## src/rtl/bit_serial_alu_if.sv

```systemverilog
// Command, status and GPR-side serial signals of the bit-serial ALU.
// The master modport is the controller/GPR side; the slave modport is the ALU.
interface bit_serial_alu_if;
  logic       i_start;
  logic [2:0] i_op;
  logic       i_reg_sel;
  logic       i_dest_acc;
  logic       i_ld;
  logic [7:0] i_imm;
  logic       i_gpr_bit;
  logic       o_con_shift;
  logic       o_con_write;
  logic       o_rd_addr;
  logic       o_data;
  logic [7:0] o_acc;
  logic       o_busy;
  logic       o_done;
  logic       o_carry;
  logic       o_zero;

  modport master (
    output i_start, i_op, i_reg_sel, i_dest_acc, i_ld, i_imm, i_gpr_bit,
    input  o_con_shift, o_con_write, o_rd_addr, o_data, o_acc, o_busy, o_done, o_carry, o_zero
  );

  modport slave (
    input  i_start, i_op, i_reg_sel, i_dest_acc, i_ld, i_imm, i_gpr_bit,
    output o_con_shift, o_con_write, o_rd_addr, o_data, o_acc, o_busy, o_done, o_carry, o_zero
  );
endinterface

```

## src/rtl/bit_serial_alu.sv

```systemverilog
// Bit-serial ALU/sequencer: combines the GPR LSB stream with an 8-bit accumulator,
// one bit per cycle LSB first, writing results back to the GPR MSB or the accumulator.
module bit_serial_alu #(
  parameter int unsigned W = 8
) (
  input logic             i_clk,
  input logic             i_rst,
  bit_serial_alu_if.slave bus
);
  localparam int unsigned CntW = $clog2(W);

  localparam logic [2:0] OpAdd = 3'b000;
  localparam logic [2:0] OpSub = 3'b001;
  localparam logic [2:0] OpAnd = 3'b010;
  localparam logic [2:0] OpOr  = 3'b011;
  localparam logic [2:0] OpXor = 3'b100;
  localparam logic [2:0] OpLda = 3'b101;
  localparam logic [2:0] OpSta = 3'b110;
  localparam logic [2:0] OpCmp = 3'b111;

  typedef enum logic [1:0] {StIdle, StShift, StDone} state_e;

  state_e            state_q, state_d;
  logic [CntW-1:0]   cnt_q, cnt_d;
  logic [2:0]        op_q, op_d;
  logic              sel_q, sel_d;
  logic              dest_acc_q, dest_acc_d;
  logic [W-1:0]      acc_q, acc_d;
  logic              c_q, c_d;
  logic              carry_q, carry_d;
  logic              zero_q, zero_d;
  logic              any_q, any_d;

  logic a, b, nb, r, c_nxt, is_arith, to_acc, to_gpr;
  logic con_shift, con_write, data, busy, done;

  // Bit-level datapath; SUB/CMP add the inverted GPR bit with carry-in preset to 1.
  always_comb begin
    a        = acc_q[0];
    b        = bus.i_gpr_bit;
    is_arith = (op_q == OpAdd) || (op_q == OpSub) || (op_q == OpCmp);
    nb       = ((op_q == OpSub) || (op_q == OpCmp)) ? ~b : b;
    r        = 1'b0;
    unique case (op_q)
      OpAdd, OpSub, OpCmp: r = a ^ nb ^ c_q;
      OpAnd:               r = a & b;
      OpOr:                r = a | b;
      OpXor:               r = a ^ b;
      OpLda:               r = b;
      OpSta:               r = a;
      default:             r = 1'b0;
    endcase
    c_nxt  = is_arith ? ((a & nb) | (a & c_q) | (nb & c_q)) : c_q;
    to_acc = (op_q == OpLda) || (dest_acc_q && (op_q != OpSta) && (op_q != OpCmp));
    to_gpr = !to_acc && (op_q != OpCmp);
  end

  always_comb begin
    state_d    = state_q;
    cnt_d      = cnt_q;
    op_d       = op_q;
    sel_d      = sel_q;
    dest_acc_d = dest_acc_q;
    acc_d      = acc_q;
    c_d        = c_q;
    carry_d    = carry_q;
    zero_d     = zero_q;
    any_d      = any_q;
    con_shift  = 1'b0;
    con_write  = 1'b0;
    data       = 1'b0;
    busy       = 1'b0;
    done       = 1'b0;
    unique case (state_q)
      StIdle: begin
        if (bus.i_start) begin
          state_d    = StShift;
          op_d       = bus.i_op;
          sel_d      = bus.i_reg_sel;
          dest_acc_d = bus.i_dest_acc;
          cnt_d      = '0;
          any_d      = 1'b0;
          c_d        = (bus.i_op == OpSub) || (bus.i_op == OpCmp);
        end else if (bus.i_ld) begin
          acc_d = bus.i_imm;
        end
      end
      StShift: begin
        busy      = 1'b1;
        con_shift = 1'b1;
        con_write = 1'b1;
        // The operand not receiving the result is rotated so it survives all W cycles.
        data      = to_gpr ? r : b;
        acc_d     = to_acc ? {r, acc_q[W-1:1]} : {a, acc_q[W-1:1]};
        c_d       = c_nxt;
        any_d     = any_q | r;
        cnt_d     = cnt_q + CntW'(1);
        if (cnt_q == CntW'(W - 1)) begin
          state_d = StDone;
          zero_d  = ~(any_q | r);
          if (is_arith) carry_d = c_nxt;
        end
      end
      StDone: begin
        busy    = 1'b1;
        done    = 1'b1;
        state_d = StIdle;
      end
      default: state_d = StIdle;
    endcase
  end

  always_ff @(posedge i_clk) begin
    if (i_rst) begin
      state_q    <= StIdle;
      cnt_q      <= '0;
      op_q       <= OpAdd;
      sel_q      <= 1'b0;
      dest_acc_q <= 1'b0;
      acc_q      <= '0;
      c_q        <= 1'b0;
      carry_q    <= 1'b0;
      zero_q     <= 1'b0;
      any_q      <= 1'b0;
    end else begin
      state_q    <= state_d;
      cnt_q      <= cnt_d;
      op_q       <= op_d;
      sel_q      <= sel_d;
      dest_acc_q <= dest_acc_d;
      acc_q      <= acc_d;
      c_q        <= c_d;
      carry_q    <= carry_d;
      zero_q     <= zero_d;
      any_q      <= any_d;
    end
  end

  assign bus.o_con_shift = con_shift;
  assign bus.o_con_write = con_write;
  assign bus.o_rd_addr   = sel_q;
  assign bus.o_data      = data;
  assign bus.o_acc       = acc_q;
  assign bus.o_busy      = busy;
  assign bus.o_done      = done;
  assign bus.o_carry     = carry_q;
  assign bus.o_zero      = zero_q;
endmodule

```

## src/flat_wrapper.sv

```systemverilog
// flat-port wrapper written by rule: the top's interface ports become plain ports
module bit_serial_alu_flat 
#(
  parameter int unsigned W = 8
)
  (i_clk, i_rst, bus_i_start, bus_i_op, bus_i_reg_sel, bus_i_dest_acc, bus_i_ld, bus_i_imm, bus_i_gpr_bit, bus_o_con_shift, bus_o_con_write, bus_o_rd_addr, bus_o_data, bus_o_acc, bus_o_busy, bus_o_done, bus_o_carry, bus_o_zero);
  bit_serial_alu_if bus_i ();
  input logic i_clk;
  input logic i_rst;
  input wire logic [$bits(bus_i.i_start)-1:0] bus_i_start;
  input wire logic [$bits(bus_i.i_op)-1:0] bus_i_op;
  input wire logic [$bits(bus_i.i_reg_sel)-1:0] bus_i_reg_sel;
  input wire logic [$bits(bus_i.i_dest_acc)-1:0] bus_i_dest_acc;
  input wire logic [$bits(bus_i.i_ld)-1:0] bus_i_ld;
  input wire logic [$bits(bus_i.i_imm)-1:0] bus_i_imm;
  input wire logic [$bits(bus_i.i_gpr_bit)-1:0] bus_i_gpr_bit;
  output wire logic [$bits(bus_i.o_con_shift)-1:0] bus_o_con_shift;
  output wire logic [$bits(bus_i.o_con_write)-1:0] bus_o_con_write;
  output wire logic [$bits(bus_i.o_rd_addr)-1:0] bus_o_rd_addr;
  output wire logic [$bits(bus_i.o_data)-1:0] bus_o_data;
  output wire logic [$bits(bus_i.o_acc)-1:0] bus_o_acc;
  output wire logic [$bits(bus_i.o_busy)-1:0] bus_o_busy;
  output wire logic [$bits(bus_i.o_done)-1:0] bus_o_done;
  output wire logic [$bits(bus_i.o_carry)-1:0] bus_o_carry;
  output wire logic [$bits(bus_i.o_zero)-1:0] bus_o_zero;
  assign bus_i.i_start = bus_i_start;
  assign bus_i.i_op = bus_i_op;
  assign bus_i.i_reg_sel = bus_i_reg_sel;
  assign bus_i.i_dest_acc = bus_i_dest_acc;
  assign bus_i.i_ld = bus_i_ld;
  assign bus_i.i_imm = bus_i_imm;
  assign bus_i.i_gpr_bit = bus_i_gpr_bit;
  assign bus_o_con_shift = bus_i.o_con_shift;
  assign bus_o_con_write = bus_i.o_con_write;
  assign bus_o_rd_addr = bus_i.o_rd_addr;
  assign bus_o_data = bus_i.o_data;
  assign bus_o_acc = bus_i.o_acc;
  assign bus_o_busy = bus_i.o_busy;
  assign bus_o_done = bus_i.o_done;
  assign bus_o_carry = bus_i.o_carry;
  assign bus_o_zero = bus_i.o_zero;
  bit_serial_alu #(.W(W)) u_core (.i_clk(i_clk), .i_rst(i_rst), .bus(bus_i));
endmodule
```

## config.mk

```make
export PLATFORM = sky130hd
export DESIGN_NAME = bit_serial_alu_flat
export DESIGN_NICKNAME = d
export VERILOG_FILES = /design/src/rtl/bit_serial_alu_if.sv /design/src/rtl/bit_serial_alu.sv /design/src/flat_wrapper.sv
export SDC_FILE = /design/constraint.sdc
export NUM_CORES = 1
export LEC_CHECK = 0
export CAP_MARGIN = 5
export CORE_MARGIN = 2
export CORE_UTILIZATION = 40
export CTS_BUF_LIST = sky130_fd_sc_hd__clkbuf_2 sky130_fd_sc_hd__clkbuf_4 sky130_fd_sc_hd__clkbuf_8
export DETAILED_ROUTE_END_ITERATION = 8
export PLACE_DENSITY = 0.75
export SYNTH_ARGS = -nofsm -noshare
export SYNTH_HDL_FRONTEND = slang
export SYNTH_SLANG_ARGS = --single-unit
export TNS_END_PERCENT = 1
```

## constraint.sdc

```tcl
create_clock -name i_clk -period 2.3 [get_ports i_clk]
set_input_delay 0.46 -clock i_clk [delete_from_list [all_inputs] [get_ports i_clk]]
set_output_delay 0.46 -clock i_clk [all_outputs]
set_load 0.02 [all_outputs]
```

==> summary.txt, run 1 <==
Outcome
  • Outcome: complete, but fails checks
  • Failing checks: setup timing

Critical path
  • FF-to-FF path depth: 10
  • Worst Path Max Fanout: 3
  • WS Path Type: flip-flop to output pin
  • CP cell instances: nand3_2 > o21ai_2 > nand2_2 > xnor2_2 > fa_1 > nand2_2 > nand3_2 > a21oi_4 > buf_6
  • Required time worst endpoint: 1.84 ns
  • Critical path depth in cells: 9
  • Critical-path top delay cell: fa_1
  • Worst EP arrival: 1.96 ns
  • Setup crit end kind: output pin
  • Bufs and invs on worst path: 1
  • Critical Path Start Type: flip-flop
  • Cell family with most CP delay: adder cells
  • CP peak stage delay: 0.44 ns

Power
  • Clk pwr share: 0.176
  • Leak Pwr: 0.686 nW
  • Switch share: 0.328
  • Max rail drop VDD: 0.363 mV
  • Psw: 0.317 mW
  • Comb pwr share: 0.377
  • Flop pwr share: 0.446
  • Pwr dens: 550 mW/mm²
  • Total internal power: 0.649 mW

Logic synthesis
  • Post-Syn Area: 0.00125 mm²
  • Syn Nets: 178
  • Number of library cell types mapped by synthesis: 30
  • Mux cell area share after synthesis: 0.0722
  • Register area share after synthesis: 0.353
  • Synth Flop Type: dfxtp_1
  • Top cells by count, synth: dfxtp_1, a21oi_1, nor2_1, nand2_1, a211oi_1
  • Synth Area in Compound Gates: 0.233
  • Avg Cell Area, Syn: 8.21 µm²
  • Synth Area in Simple Gates: 0.162
  • Post-Synthesis Cells: 152
  • Yosys top cell by area: dfxtp_1
  • Largest family of logic cells by synthesized area: compound AO/OA/AOI/OAI gates
  • Xor and xnor fraction of the mapped netlist area: 0.0140
  • YS warnings: 0
  • FF+latch count, synth: 22
  • Synth Area in Adders: 0.0863
  • Top cell type's share of synthesized area: 0.353
  • Main area contributors after synthesis: dfxtp_1, mux2i_1, ha_1
  • Asr flop ratio synth: 0
  • EDFF count, synth: 0
  • Most numerous cell in the Yosys netlist: dfxtp_1

Global routing
  • GR Layer Usage met2: 0.309
  • Vias in the first global route: 1,176
  • GR Layer Usage met3: 0.0368
  • Initial antenna violation count: 0
  • Met1 usage: 0.228
  • All-layer global routing usage: 0.181
  • Busiest grt layer: met2
  • First-pass GRT wire length: 5.05 mm
  • Overflow after GRT: 0
  • Largest net degree at the start of global routing: 20

STA
  • Top achievable clock speed: 414 MHz
  • Worst-case clock skew: 0.00149 ns
  • Fin worst setup slack: -0.116 ns
  • Final hold vios: 0
  • Setup violators final: 1
  • Min Clock Period, post-route: 2.42 ns
  • Period utilization: 1.05
  • Max-slew violation count: 0
  • Unrepaired setup endpoints after global routing: true
  • Slew @ Worst Pin: 0.519 ns
  • Hold slack: 0.475 ns
  • Slew Limit Headroom: 0.654

Worst hold path
  • Hold depth: 2
  • Hold WC Path Type: flip-flop to flip-flop

Clock tree
  • H-tree Lvls: 1
  • TritonCTS clock tree: yes
  • Root buffer cell: clkbuf_4
  • CTS clk-pin slew, worst paths: 0.11 ns
  • CTS buffer count: 3
  • Later-pin clock latency in the skew report: 0.30 ns
  • CTS max path bufs: 2
  • Clock Sinks: 22

Placed design
  • DP HPWL: 2.28 mm
  • IO Port Bufs: 33
  • Placer congestion estimate: 0.772
  • Cells after DPL: 221

Floorplanning
  • Starting Density: 0.415
  • IO Pins: 34
  • Die ar.: 0.00358 mm²
  • DIE HEIGHT: 59.8 µm
  • Core Box Area: 0.00300 mm²
  • Chip Width: 59.8 µm
  • Num rows: 20

Cells and area
  • Ant diodes: 0
  • Finished Layout Cells: 228
  • Area Overhead vs Synth: 40.9%
  • # fillers: 270
  • Layout cells sized above 1: 0.174
  • Nets: 223

Routing
  • DR DRC count: 0
  • Drt via density: 5.29
  • Initial DRC count: 31
  • Post-DRT Antenna Nets: 0
  • Drt pass-1 iters: 4
  • Routed WL: 3.02 mm
  • Routed wire per std cell: 13.2 µm
  • DR vias: 1,207

Flow run
  • Max-Cap Viols: 0
[per-layer routing]
metal	share of wire	wire length (µm)	vias to the layer above
met5	0	0	-
met4	0.015	44	0
met3	0.054	164	6
met2	0.48	1440	31
met1	0.45	1370	543
li1	-	-	627
[metrics by stage]
step / util / total power [mW] / setup TNS [ns] / instance area, µm² / setup slack, ns
final: 0.585 / 0.967 / -0.116 / 1760 / -0.116
after global routing: 0.585 / 1.02 / -0.180 / 1760 / -0.180
after CTS: 0.585 / 0.972 / -0.214 / 1760 / -0.214
after detailed placement: 0.559 / 0.779 / -0.993 / 1680 / -0.797
after global placement: 0.559 / 0.768 / -0.792 / 1680 / -0.709
after floorplan: - / 0.640 / 0 / 1260 / 0.0473
[kinds of logic after synthesis]
family / Yosys count
flops: 22
compound gates: 45
xor+xnor: 2
fa+ha+maj: 8
buf+inv: 21
simple gates: 45
mux: 9
[cell type report]
class | count | area [µm²] | area share
inverters | 10 | 37.5 | 0.0214
clock buffers | 3 | 22.5 | 0.0128
repair buffers | 51 | 465 | 0.265
flip-flops and latches | 22 | 445 | 0.253
multi-input cells | 109 | 746 | 0.424
well taps | 33 | 41.3 | 0.0235
[placed cells by master (no fill, tap or decap), drive strengths merged, types with 2 or more instances in the layout]
| cell type | instances |
|---|---|
| a211oi | 10 |
| a21oi | 17 |
| a311oi | 2 |
| a31oi | 4 |
| a32oi | 2 |
| buf | 19 |
| clkbuf | 3 |
| clkdlybuf4s50 | 31 |
| dfxtp | 22 |
| ha | 7 |
| inv | 10 |
| mux2i | 9 |
| nand2 | 14 |
| nand2b | 5 |
| nand3 | 7 |
| nor2 | 15 |
| o21ai | 6 |
| xnor2 | 2 |
[tightest hold or removal path, cell delays in order, from the launching register on]
cell,delay (ns)
dfxtp_1,0.33
nand2_1,0.06
a21oi_1,0.05
[timing repair]
action                                  4_1_cts  5_1_grt
resized for setup                            16        0
pin swaps                                     8        4
buffers inserted                              4        0
cloned                                        0        0
hold buffers                                  0        0
endpoints found under the setup margin        1        1
[sequential cells by signal (all words and copies together), names as in the netlist]
name / count
u_core.c_q: 1
u_core.dest_acc_q: 1
u_core.any_q: 1
u_core.bus.o_acc: 8
u_core.bus.o_zero: 1
u_core.bus.o_carry: 1
u_core.cnt_q: 3
u_core.op_q: 3
u_core.state_q: 2
u_core.bus.o_rd_addr: 1
[power by group through the flow]
stage / Clock [mW] / Sequential [mW] / Combinational [mW]
after global routing: 0.187 / 0.434 / 0.398
after global placement: 0 / 0.438 / 0.330
after detailed placement: 0 / 0.439 / 0.340
final: 0.171 / 0.431 / 0.365
after CTS: 0.175 / 0.431 / 0.367
after floorplan: 0 / 0.455 / 0.186
[worst paths after layout]
check,to,startpoint,slack (ns)
worst max-delay path,bus_o_data,u_core.op_q[2]$_SDFFE_PP0P_,-0.12
worst min-delay path,u_core.bus.o_rd_addr$_SDFFE_PP0P_,u_core.bus.o_rd_addr$_SDFFE_PP0P_,0.48
worst max register to register,u_core.bus.o_zero$_SDFFE_PP0P_,u_core.op_q[2]$_SDFFE_PP0P_,0.20
worst min register to register,u_core.bus.o_rd_addr$_SDFFE_PP0P_,u_core.bus.o_rd_addr$_SDFFE_PP0P_,0.48
Note: power is estimated with default switching activity, not from simulation.
==> inputs of run 2 (changes only) <==
--- a/config.mk
+++ b/config.mk
@@ -10,7 +10,7 @@
 export CORE_UTILIZATION = 40
 export CTS_BUF_LIST = sky130_fd_sc_hd__clkbuf_2 sky130_fd_sc_hd__clkbuf_4 sky130_fd_sc_hd__clkbuf_8
 export DETAILED_ROUTE_END_ITERATION = 8
-export PLACE_DENSITY = 0.75
+export PLACE_DENSITY_LB_ADDON = 0.2
 export SYNTH_ARGS = -nofsm -noshare
 export SYNTH_HDL_FRONTEND = slang
 export SYNTH_SLANG_ARGS = --single-unit
==> summary.txt, run 2 (same netlist as run 1, synthesis figures left out) <==
Outcome
  • Outcome: complete, but fails checks
  • Failing checks: setup timing

Clock tree
  • Root buffer cell: clkbuf_4
  • CTS buffer count: 3 (unchanged)
  • CTS max path bufs: 2 (unchanged)
  • Clock Sinks: 22 (unchanged)
  • Quantity of hold-fixing buffers added after cts: 0 (unchanged)
  • H-tree Lvls: 1 (unchanged)
  • CTS clk-pin slew, worst paths: 0.12 ns (about the same)
  • TritonCTS clock tree: yes
  • Later-pin clock latency in the skew report: 0.30 ns (about the same)

STA
  • Unrepaired setup endpoints after global routing: true
  • Fin worst setup slack: -0.201 ns (-0.0852 ns)
  • Min Clock Period, post-route: 2.50 ns (+0.0852 ns)
  • Final hold vios: 0 (unchanged)
  • Worst-case clock skew: 0.00173 ns (+0.000239 ns)
  • Slew Limit Headroom: 0.638 (-0.0156)
  • Top achievable clock speed: 400 MHz (-3.4%)
  • Setup violators final: 1 (unchanged)
  • Slew @ Worst Pin: 0.541 ns (+0.0216 ns)
  • Period utilization: 1.09 (+0.0370)
  • Max-slew violation count: 0 (unchanged)
  • Hold slack: 0.490 ns (+0.0149 ns)

Critical path
  • Worst Path Max Fanout: 3 (unchanged)
  • Reg-to-reg startpoint: u_core.op_q[2]$_SDFFE_PP0P_
  • Worst EP arrival: 2.04 ns (+0.08 ns)
  • R2R Setup Slk: 0.10 ns (-0.10 ns)
  • Critical Path Start Type: flip-flop
  • CP peak stage delay: 0.46 ns (+0.02 ns)
  • Required time worst endpoint: 1.84 ns (about the same)
  • Critical-path top delay cell: fa_1
  • FF-to-FF path depth: 10 (unchanged)
  • CP cell instances: nand3_2 > o21ai_2 > nand2_2 > xnor2_2 > fa_1 > nand2_2 > nand3_2 > a21oi_4 > buf_6
  • Reg2reg end: u_core.bus.o_zero$_SDFFE_PP0P_
  • Setup crit end kind: output pin
  • WS Path Type: flip-flop to output pin

Placed design
  • Placer congestion estimate: 0.872 (+13%)
  • DP HPWL: 2.43 mm (+6.5%)
  • IO Port Bufs: 33 (unchanged)
  • Post-DP Area: 0.00169 mm² (+0.45%)

Cells and area
  • Largest register FFs: 8 (unchanged)
  • Layout cells sized above 1: 0.179 (+0.00513)
  • Ant diodes: 0 (unchanged)
  • Nets: 223 (unchanged)
  • Core Util, Final: 0.588 (+0.00208)
  • Commonest non-fill, non-tap cell in the layout: clkdlybuf4s50_1
  • Area Overhead vs Synth: 41.4%
  • Final Cell Area: 0.00176 mm² (+0.36%)
  • Most frequent cells in the layout: clkdlybuf4s50_1, dfxtp_1, buf_4

Routing
  • Initial DRC count: 32 (+3.2%)
  • Drt pass-1 iters: 4 (unchanged)
  • Met2 routed WL: 1.59 mm (+10%)
  • Highest layer used for signal routing: met4
  • DR vias: 1,238 (+2.6%)
  • DR DRC count: 0 (unchanged)
  • Routed wire per std cell: 14.0 µm (+5.7%)
  • Post-DRT Antenna Nets: 0 (unchanged)
  • Drt via density: 5.43 (+2.6%)
  • WL met3: 135 µm (-18%)
  • Routed WL: 3.19 mm (+5.7%)
  • Met1 Wirelength: 1.44 mm (+5.8%)

Flow run
  • Max-Cap Viols: 0 (unchanged)

Global routing
  • Largest net degree at the start of global routing: 16 (-20%)
  • Vias in the first global route: 1,222 (+3.9%)
  • All-layer global routing usage: 0.198 (+0.0172)
  • First-pass GRT wire length: 5.48 mm (+8.5%)
  • Overflow after GRT: 0 (unchanged)
  • Initial antenna violation count: 0 (unchanged)

Worst hold path
  • Hold WC Path Type: flip-flop to flip-flop
  • Hold depth: 2 (unchanged)
  • Hold Startpoint: u_core.bus.o_rd_addr$_SDFFE_PP0P_
  • End of the worst hold path: u_core.bus.o_rd_addr$_SDFFE_PP0P_

Power
  • Leak Pwr: 0.715 nW (+4.3%)
  • Max rail drop VDD: 0.257 mV (-29%)
  • Pwr dens: 551 mW/mm² (+0.12%)
  • Overall power: 0.971 mW (+0.48%)

Floorplanning
  • DIE HEIGHT: 59.8 µm (unchanged)
  • Chip Width: 59.8 µm (unchanged)
  • Starting Density: 0.415 (unchanged)
  • Die ar.: 0.00358 mm² (unchanged)
  • Num rows: 20 (unchanged)
  • IO Pins: 34 (unchanged)
  • Core Box Area: 0.00300 mm² (unchanged)
==> run 2: cell types whose count changed in the layout (fill, tap and decap cells not counted) <==
cell and change:
clkdlybuf4s50_1 -2, dfxtp_1 -1, dfxtp_2 +1, dlymetal6s2s_1 +2
==> run 2: routing by layer <==
| layer | GRT usage | up-vias |
|---|---|---|
| met4 | 0.0603 | 0 |
| li1 | - | 622 |
| met3 | 0.0368 | 2 |
| met2 | 0.334 | 27 |
| met1 | 0.256 | 587 |
| met5 | 0 | - |
==> run 2: area by class of cell <==
cell class | instances | area (µm²)
Timing Repair Buffer | 51 | 470
Tap cell | 33 | 41.3
Inverter | 10 | 37.5
Multi-Input combinational cell | 109 | 746
Sequential cell | 22 | 447
Clock buffer | 3 | 22.5
Fill cell | 262 | 1240
==> run 2: what timing repair did <==
item	4_1_cts	5_1_grt
endpoints found under the setup margin	1	4
resized for setup	15	4
buffers inserted	2	1
pin swaps	8	5
==> run 2: worst max path at each step <==
stage                     cells past startpoint                   startpoint          to
after global routing                          9  u_core.op_q[2]$_SDFFE_PP0P_  bus_o_data
final                                         9  u_core.op_q[2]$_SDFFE_PP0P_  bus_o_data
after CTS                                     9  u_core.op_q[2]$_SDFFE_PP0P_  bus_o_data
after floorplan                               9  u_core.op_q[2]$_SDFFE_PP0P_  bus_o_data
after global placement                        8                bus_i_gpr_bit  bus_o_data
after detailed placement                      8                bus_i_gpr_bit  bus_o_data
==> run 2: worst max-delay path, delay by kind of cell, from the launching register on <==
kind	cells	cell delay (ns)
and+or+nand+nor	4	0.38
adders and majority gates	1	0.46
xor gates and xnor gates	1	0.17
AOI/OAI and AO/OA	2	0.23
DFF	1	0.37
buffers and inverters	1	0.13
==> run 2: where the power goes <==
part	switching, mW	internal [mW]
logic	0.190	0.180
clock network	0.109	0.0609
registers	0.0223	0.409
total	0.321	0.650
==> run 2: through the flow <==
stage	setup WS, ns	cells	setup TNS (ns)
after floorplan	0.0473	152	0
after global placement	-0.709	222	-0.857
after detailed placement	-0.812	222	-1.10
after CTS	-0.251	227	-0.251
after global routing	-0.286	228	-0.286
final	-0.201	228	-0.201
==> inputs of run 3 (changes only) <==
--- a/config.mk
+++ b/config.mk
@@ -10,7 +10,8 @@
 export CORE_UTILIZATION = 40
 export CTS_BUF_LIST = sky130_fd_sc_hd__clkbuf_2 sky130_fd_sc_hd__clkbuf_4 sky130_fd_sc_hd__clkbuf_8
 export DETAILED_ROUTE_END_ITERATION = 8
-export PLACE_DENSITY_LB_ADDON = 0.2
+export PLACE_DENSITY = 0.68
+export REMOVE_ABC_BUFFERS = 1
 export SYNTH_ARGS = -nofsm -noshare
 export SYNTH_HDL_FRONTEND = slang
 export SYNTH_SLANG_ARGS = --single-unit
==> summary.txt, run 3 (same netlist as run 1, synthesis figures left out) <==
Outcome
  • Outcome: complete, but fails checks
  • Failing checks: setup timing

Critical path
  • Required time worst endpoint: 1.84 ns (about the same)
  • Critical Path Start Type: flip-flop
  • Worst EP arrival: 1.97 ns (-0.07 ns)
  • Worst Path Max Fanout: 3 (unchanged)
  • Reg-to-reg startpoint: u_core.op_q[2]$_SDFFE_PP0P_
  • CP Capture Point: bus_o_data
  • Critical Path Start: u_core.op_q[2]$_SDFFE_PP0P_
  • WS Path Type: flip-flop to output pin
  • Reg2reg end: u_core.bus.o_zero$_SDFFE_PP0P_
  • Setup crit end kind: output pin
  • R2R Setup Slk: 0.16 ns (+0.06 ns)
  • FF-to-FF path depth: 10 (unchanged)

STA
  • Unrepaired setup endpoints after global routing: true
  • Min Clock Period, post-route: 2.43 ns (-0.0736 ns)
  • Slew Limit Headroom: 0.651 (+0.0121)
  • Final hold vios: 0 (unchanged)
  • Worst-case clock skew: 0.000904 ns (-0.000823 ns)
  • Slew @ Worst Pin: 0.524 ns (-0.0164 ns)
  • Fin worst setup slack: -0.128 ns (+0.0736 ns)
  • Max-slew violation count: 0 (unchanged)
  • Period utilization: 1.06 (-0.0320)
  • Top achievable clock speed: 412 MHz (+3.0%)
  • Setup violators final: 1 (unchanged)

Floorplanning
  • Die ar.: 0.00358 mm² (unchanged)
  • Starting Density: 0.415 (unchanged)
  • DIE HEIGHT: 59.8 µm (unchanged)
  • Chip Width: 59.8 µm (unchanged)
  • IO Pins: 34 (unchanged)
  • Core Box Area: 0.00300 mm² (unchanged)
  • Num rows: 20 (unchanged)

Cells and area
  • Core Util, Final: 0.588 (+0.000833)
  • Nets: 224 (+0.45%)
  • Largest register FFs: 8 (unchanged)
  • Register area: 447 µm² (unchanged)
  • Area Overhead vs Synth: 41.6%
  • Ant diodes: 0 (unchanged)
  • Most frequent cells in the layout: clkdlybuf4s50_1, buf_4, dfxtp_1
  • Finished Layout Cells: 230 (+0.88%)
  • Area of the multi-input gates: 736 µm² (-1.3%)
  • Layout cells sized above 1: 0.178 (-0.00182)
  • # fillers: 286 (+9.2%)
  • Commonest non-fill, non-tap cell in the layout: clkdlybuf4s50_1

Clock tree
  • CTS buffer count: 3 (unchanged)
  • Clock Sinks: 22 (unchanged)
  • CTS max path bufs: 2 (unchanged)
  • Later-pin clock latency in the skew report: 0.30 ns (about the same)
  • H-tree Lvls: 1 (unchanged)
  • CTS clk-pin slew, worst paths: 0.12 ns (about the same)
  • Root buffer cell: clkbuf_4
  • TritonCTS clock tree: yes

Global routing
  • Initial antenna violation count: 0 (unchanged)
  • Overflow after GRT: 0 (unchanged)
  • Largest net degree at the start of global routing: 16 (unchanged)
  • All-layer global routing usage: 0.186 (-0.0123)
  • Vias in the first global route: 1,151 (-5.8%)
  • First-pass GRT wire length: 5.18 mm (-5.4%)

Power
  • Overall power: 1.00 mW (+3.0%)
  • Max rail drop VDD: 0.346 mV (+35%)
  • Leak Pwr: 0.698 nW (-2.5%)
  • Psw: 0.317 mW (-1.3%)
  • Pwr dens: 567 mW/mm² (+2.9%)
  • Flop pwr share: 0.431 (-0.013)
  • Clk pwr share: 0.209 (+0.034)
  • Comb pwr share: 0.360 (-0.021)
  • Total internal power: 0.684 mW (+5.2%)
  • Switch share: 0.317 (-0.0141)

Routing
  • Post-DRT Antenna Nets: 0 (unchanged)
  • Initial DRC count: 46 (+44%)
  • Routed wire per std cell: 13.2 µm (-5.7%)
  • Drt pass-1 iters: 4 (unchanged)
  • Drt via density: 5.17 (-4.9%)
  • DR vias: 1,188 (-4.0%)
  • Routed WL: 3.03 mm (-4.9%)
  • DR DRC count: 0 (unchanged)

Placed design
  • Place WS: -0.737 ns (+0.0749 ns)
  • IO Port Bufs: 33 (unchanged)
  • Placer congestion estimate: 0.816 (-6.4%)
  • Cells after DPL: 222 (unchanged)
  • DP HPWL: 2.26 mm (-6.7%)

Flow run
  • Max-Cap Viols: 0 (unchanged)

Worst hold path
  • Hold WC Path Type: flip-flop to flip-flop
## run 3: changes by cell type in the layout (fill, tap and decap cells not counted), sizes merged
cell           previous run  this run
clkdlybuf4s50            29        31
dlymetal6s2s              2         0
buf                      19        20
clkbuf                    3         4
## run 3: worst min path at each step
stage | startpoint | to | slack (ns) | depth (start not counted)
after floorplan | u_core.dest_acc_q$_SDFFE_PP0P_ | u_core.dest_acc_q$_SDFFE_PP0P_ | 0.44 | 2
after global routing | u_core.bus.o_rd_addr$_SDFFE_PP0P_ | u_core.bus.o_rd_addr$_SDFFE_PP0P_ | 0.51 | 2
after global placement | u_core.bus.o_rd_addr$_SDFFE_PP0P_ | u_core.bus.o_rd_addr$_SDFFE_PP0P_ | 0.45 | 2
after detailed placement | u_core.bus.o_rd_addr$_SDFFE_PP0P_ | u_core.bus.o_rd_addr$_SDFFE_PP0P_ | 0.45 | 2
final | u_core.bus.o_rd_addr$_SDFFE_PP0P_ | u_core.bus.o_rd_addr$_SDFFE_PP0P_ | 0.47 | 2
after CTS | u_core.bus.o_rd_addr$_SDFFE_PP0P_ | u_core.bus.o_rd_addr$_SDFFE_PP0P_ | 0.47 | 2
## run 3: what timing repair did
action / CTS / global route
pin swaps: 8 / 5
setup buffers: 4 / 0
resized for setup: 11 / 5
endpoints found under the setup margin: 1 / 2
hold buffers: 0 / 0
## run 3: area by class of cell
type                       instances  share of cell area
clock buffer                       4              0.0205
inverter                          10              0.0212
multi-input combinational        109               0.416
sequential                        22               0.253
tap                               33              0.0234
timing repair buffer              52               0.266
## run 3: through the flow
stage	hold WS (ns)	TNS, ns	cell area, µm²
after global routing	0.506	-0.259	1770
after detailed placement	0.455	-1.12	1670
after global placement	0.447	-0.763	1670
after CTS	0.474	-0.222	1750
after floorplan	0.443	-0.146	1190
final	0.472	-0.128	1770
## run 3: per-layer routing
metal  track usage  wire length [µm]  vias up  part of all wire
met1         0.254              1360      531              0.45
met3        0.0303               166        4             0.055
li1              -                 -      626                 -
met2         0.298              1480       27              0.49
met5             0                 0        -                 0
met4        0.0603                33        0             0.011
## run 3: worst max-delay path, cell delays in order (launching register included)
cell and delay [ns]:
dfxtp_2 0.38, nand3_2 0.09, o21ai_2 0.07, nand2_1 0.10, xnor2_2 0.14, fa_1 0.45, nand2_2 0.09, nand3_2 0.08
a21oi_2 0.12, buf_4 0.14
## run 3: power by group through the flow
stage / registers (mW) / logic (mW) / clock network (mW)
final: 0.432 / 0.360 / 0.209
after global routing: 0.437 / 0.397 / 0.242
after CTS: 0.432 / 0.354 / 0.218
after detailed placement: 0.439 / 0.337 / 0
after global placement: 0.438 / 0.326 / 0
after floorplan: 0.460 / 0.156 / 0
